File: src/rtl/seq_detect_mod3_if.sv
// rtl/seq_detect_mod3_if.sv - serial bit stream in, divisibility-by-3 status out
interface seq_detect_mod3_if #(
    parameter int CNT_W = 8
);
    logic             data;
    logic             success;
    logic [1:0]       remainder;
    logic [CNT_W-1:0] bit_cnt;

    // Stream source: drives the serial bit, observes detector status
    modport master (
        output data,
        input  success,
        input  remainder,
        input  bit_cnt
    );

    // Detector: consumes the serial bit, reports status
    modport slave (
        input  data,
        output success,
        output remainder,
        output bit_cnt
    );
endinterface

File: src/rtl/seq_detect_mod3.sv
// rtl/seq_detect_mod3.sv - MSB-first serial mod-3 detector; SEQ_DETECT_MOD3_MEALY_EN selects combinational success
module seq_detect_mod3 #(
    parameter int CNT_W = 8
) (
    input  logic              clk,
    input  logic              rst_n,   // active-high asynchronous reset despite its name
    seq_detect_mod3_if.slave  bus
);

    // Only V mod 3 is held, so the stream length is unbounded
    typedef enum logic [1:0] {
        R0 = 2'd0,
        R1 = 2'd1,
        R2 = 2'd2
    } state_e;

    localparam logic [CNT_W-1:0] CNT_MAX = {CNT_W{1'b1}};

    state_e           state_q, state_d;
    logic             seen_q, seen_d;
    logic [CNT_W-1:0] cnt_q, cnt_d;

`ifndef SEQ_DETECT_MOD3_MEALY_EN
    logic             success_q, success_d;
`endif

    // State register: remainder, first-bit flag and saturating bit counter
    always_ff @(posedge clk or posedge rst_n) begin
        if (rst_n) begin
            state_q <= R0;
            seen_q  <= 1'b0;
            cnt_q   <= '0;
        end else begin
            state_q <= state_d;
            seen_q  <= seen_d;
            cnt_q   <= cnt_d;
        end
    end

    // Next remainder is (2r + d) mod 3; counter sticks at all-ones
    always_comb begin
        state_d = state_q;
        seen_d  = 1'b1;
        cnt_d   = cnt_q;
        case (state_q)
            R0:      state_d = bus.data ? R1 : R0;
            R1:      state_d = bus.data ? R0 : R2;
            R2:      state_d = bus.data ? R2 : R1;
            default: state_d = R0;
        endcase
        if (cnt_q != CNT_MAX) begin
            cnt_d = cnt_q + 1'b1;
        end
    end

`ifdef SEQ_DETECT_MOD3_MEALY_EN
    logic [2:0] mealy_sum;

    // Same-cycle answer: 2r + d lies in 0..5, divisible by 3 only at 0 or 3
    always_comb begin
        mealy_sum   = {state_q, bus.data};
        bus.success = !rst_n && ((mealy_sum == 3'd0) || (mealy_sum == 3'd3));
    end
`else
    // Registered answer: the seen flag keeps success low until a bit has arrived
    always_ff @(posedge clk or posedge rst_n) begin
        if (rst_n) begin
            success_q <= 1'b0;
        end else begin
            success_q <= success_d;
        end
    end

    // success follows the next-state values so it lines up with the flops above
    always_comb begin
        success_d = seen_d && (state_d == R0);
    end

    assign bus.success = success_q;
`endif

    assign bus.remainder = state_q;
    assign bus.bit_cnt   = cnt_q;

endmodule

File: src/flat_wrapper.sv
// flat-port wrapper written by rule: the top's interface ports become plain ports
module seq_detect_mod3_flat 
#(
    parameter int CNT_W = 8
)
  (clk, rst_n, bus_data, bus_success, bus_remainder, bus_bit_cnt);
  seq_detect_mod3_if #(.CNT_W(CNT_W)) bus_i ();
  input  logic clk;
  input  logic rst_n;
  input wire logic [$bits(bus_i.data)-1:0] bus_data;
  output wire logic [$bits(bus_i.success)-1:0] bus_success;
  output wire logic [$bits(bus_i.remainder)-1:0] bus_remainder;
  output wire logic [$bits(bus_i.bit_cnt)-1:0] bus_bit_cnt;
  assign bus_i.data = bus_data;
  assign bus_success = bus_i.success;
  assign bus_remainder = bus_i.remainder;
  assign bus_bit_cnt = bus_i.bit_cnt;
  seq_detect_mod3 #(.CNT_W(CNT_W)) u_core (.clk(clk), .rst_n(rst_n), .bus(bus_i));
endmodule
File: config.mk
export PLATFORM = sky130hd
export DESIGN_NAME = seq_detect_mod3_flat
export DESIGN_NICKNAME = d
export VERILOG_FILES = /design/src/rtl/seq_detect_mod3_if.sv /design/src/rtl/seq_detect_mod3.sv /design/src/flat_wrapper.sv
export SDC_FILE = /design/constraint.sdc
export NUM_CORES = 1
export LEC_CHECK = 0
export ABC_AREA = 1
export CAP_MARGIN = 15
export CORE_MARGIN = 2
export CORE_UTILIZATION = 35
export DETAILED_ROUTE_END_ITERATION = 8
export HOLD_SLACK_MARGIN = 0.03
export SETUP_SLACK_MARGIN = 0.2
export SLEW_MARGIN = 20
export SYNTH_ARGS = -nofsm -noshare
export SYNTH_HDL_FRONTEND = slang
export SYNTH_SLANG_ARGS = --single-unit
File: constraint.sdc
create_clock -name clk -period 1.3 [get_ports clk]
set_input_delay 0.325 -clock clk [delete_from_list [all_inputs] [get_ports clk]]
set_output_delay 0.325 -clock clk [all_outputs]
set_load 0.005 [all_outputs]
==> flow_summary.ini, run 1 <==
[final_layout]
final_common_cell = nand2_1
final_cell_mix = nand2_1, buf_4, inv_1
stdcell_count = 119
final_nets = 108
fillers = 131
num_antenna_cells = 0
drive_gt1_frac = 0.4175
area_growth_pct = 58.12

[timing]
finalSetupViolCount = 0
max-slew-margin-rel = 0.7012
worst_pin_slew_ns = 0.4477
slew_viol_final = 0
hold_viol_final = 0
skew_ns = 0.007648
min_period_ns = 1.147
tns_ns = 0
fmax_mhz = 871.9
period_share = 0.8822
rsz0062_at_grt = true

[worst_setup_path]
critPathLaunchType = register
cp.arrival_ns = 1.30
cp.required_ns = 1.46
end_kind = register
cp_max_fo = 7
critPathTopFamily = simple AND/OR/NAND/NOR gates
critPathMaxStageDelay_ns = 0.34
path_cells = buf_4 -> buf_6 -> nand3_4 -> nor2_4 -> nand2_4 -> nand2_2 -> nand2_1
worstSetupPathType = reg2reg
critPathBufInv = 2
cp_slowest_cell = dfrtp_1

[power]
vdd_ir_drop_max_mv = 0.5599
power_density_mw_per_mm2 = 946.5
leakagePower_nw = 0.4941

[logic_synthesis]
synth_fp_nets = 72
synth-seq-cells = 11
synth_area_per_cell_um2 = 8.041
synth_warnings = 0
synth_cell_types = 17
synth-seq-area-share = 0.5034
synthesis.area_um2 = 546.8
synthCells = 68

[cts]
clock_path_buffers = 2
clock_latency_ns = 0.27
cts_sinks = 11
cts.htree.levels = 1
cts_tree = built
cts_hold_buf = 0
cts-root-buf = clkbuf_4
clkTransAtPathRegs_ns = 0.08
cts-buffers-inserted = 3

[global_route]
grt-busiest-layer = met2
grt.overflow.total = 0
grt_pass1_wl_um = 2104
globalRouteMet3Util = 0.02917
globalRouteTotalUtil = 0.1531
met2_usage = 0.2478
grt_max_degree = 12
grt_pass1_vias = 491
use_met1 = 0.1890
antenna_found_initial = 0

[die]
ios = 14
fp.dieW_um = 43.53
die-area_mm2 = 0.001894
start_util = 0.3672
die_h_um = 43.53
core_mm2 = 0.001489
rows = 14

[drt]
drt_iter0_drc = 8
post_drt_wl_per_cell_um = 10.55
vias_per_cell = 4.529
drt-total-wl_um = 1256
drc_errors = 0
antenna_left = 0
first_pass_iters = 4
vias = 539

[placement]
dpl.hpwl_um = 858.5
dp_cells = 104
place_congestion = 0.7333
port_buffers = 13

[run]
max_cap_violations = 0

[hold_path]
holdCritPathClass = in2async

[outcome]
status = finished, final reports clean
==> repair_timing <==
action | CTS | global route
pin swaps | 7 | 4
gates resized for setup | 50 | 7
setup endpoints to repair | 19 | 18
setup buffers | 10 | 1
==> cells in the mapped netlist, drive strengths merged <==
cell   count  share of area
nand2     22           0.17
inv       13          0.089
dfrtp     11           0.50
nand3      9          0.092
nor2       5          0.048
o21ai      3          0.027
a21oi      1         0.0091
ha         1          0.023
nand4      1          0.011
or2        1          0.011
xnor2      1          0.016
==> power breakdown <==
part / leakage [nW] / total (W) / internal [W] / switching (W)
clock network: 0.0150 / 0.000238 / 0.000119 / 0.000119
registers: 0.134 / 0.000407 / 0.000388 / 0.0000191
logic: 0.345 / 0.000174 / 0.0000828 / 0.0000909
==> registers in the layout, summed over array words and instances, names as in the netlist <==
signal and count:
u_core.bus.success 1, u_core.bus.remainder 2, u_core.bus.bit_cnt 8
==> path summary, 6_finish.rpt <==
| path | start | to | slack [ns] | depth (start not counted) |
|---|---|---|---|---|
| min reg2reg | u_core.bus.remainder[1]$_DFF_PP0_ | u_core.bus.remainder[0]$_DFF_PP0_ | 0.59 | 3 |
| max | u_core.bus.bit_cnt[5]$_DFFE_PP0P_ | u_core.bus.bit_cnt[1]$_DFFE_PP0P_ | 0.15 | 7 |
| max in group asynchronous | rst_n | u_core.bus.bit_cnt[4]$_DFFE_PP0P_ | 0.63 | 2 |
| max reg2reg | u_core.bus.bit_cnt[5]$_DFFE_PP0P_ | u_core.bus.bit_cnt[1]$_DFFE_PP0P_ | 0.15 | 7 |
| min | rst_n | u_core.bus.remainder[0]$_DFF_PP0_ | 0.36 | 2 |
| min in group clk | u_core.bus.remainder[1]$_DFF_PP0_ | u_core.bus.remainder[0]$_DFF_PP0_ | 0.59 | 3 |
==> cell families (layout without fill, tap and decap cells) <==
group | Yosys count | in the layout | share of synthesized area
buffers and inverters | 13 | 48 | 0.08923
AOI/OAI and AO/OA | 4 | 4 | 0.03660
DFF | 11 | 11 | 0.5034
adders and majority gates | 1 | 1 | 0.02288
and+or+nand+nor | 38 | 38 | 0.3318
xor gates and xnor gates | 1 | 1 | 0.01602
==> through the flow <==
step | power [W] | setup WS [ns] | hold WS, ns | cell area, um2 | utilization
3_3_place_gp | 0.0006073 | 0.03825 | 0.5605 | 752.0 | 0.5050
5_1_grt | 0.0008833 | 0.07757 | 0.4068 | 864.6 | 0.5807
2_1_floorplan | 0.0005010 | 0.1851 | 0.1774 | 549.3 | -
4_1_cts | 0.0008361 | 0.1448 | 0.3751 | 830.8 | 0.5580
6_report | 0.0008183 | 0.1531 | 0.3569 | 864.6 | 0.5807
3_5_place_dp | 0.0006159 | 0.01021 | 0.5808 | 752.0 | 0.5050
==> layer usage <==
metal / routed length [um] / vias to the layer above
li1: - / 280
met1: 549 / 247
met2: 634 / 10
met3: 60 / 2
met4: 12 / 0
met5: 0 / -
==> cell type report <==
| cell class | instances | area, um2 | share of cell area |
|---|---|---|---|
| Sequential cell | 11 | 275.3 | 0.3184 |
| Multi-Input combinational cell | 44 | 265.3 | 0.3068 |
| Timing Repair Buffer | 31 | 229.0 | 0.2648 |
| Inverter | 13 | 48.80 | 0.05644 |
| Clock buffer | 4 | 26.28 | 0.03039 |
| Tap cell | 16 | 20.02 | 0.02315 |
Note: power is estimated with default switching activity, not from simulation.
==> run 2, diff against run 1 <==
- GPL_ROUTABILITY_DRIVEN: unset -> 0
==> results of run 2 <==
Final layout, timing and power as in run 1 (identical DEF).
==> run 3, diff against run 2 <==
- GPL_ROUTABILITY_DRIVEN: 0 -> unset
==> results of run 3 <==
Final layout, timing and power as in run 1 (identical DEF).
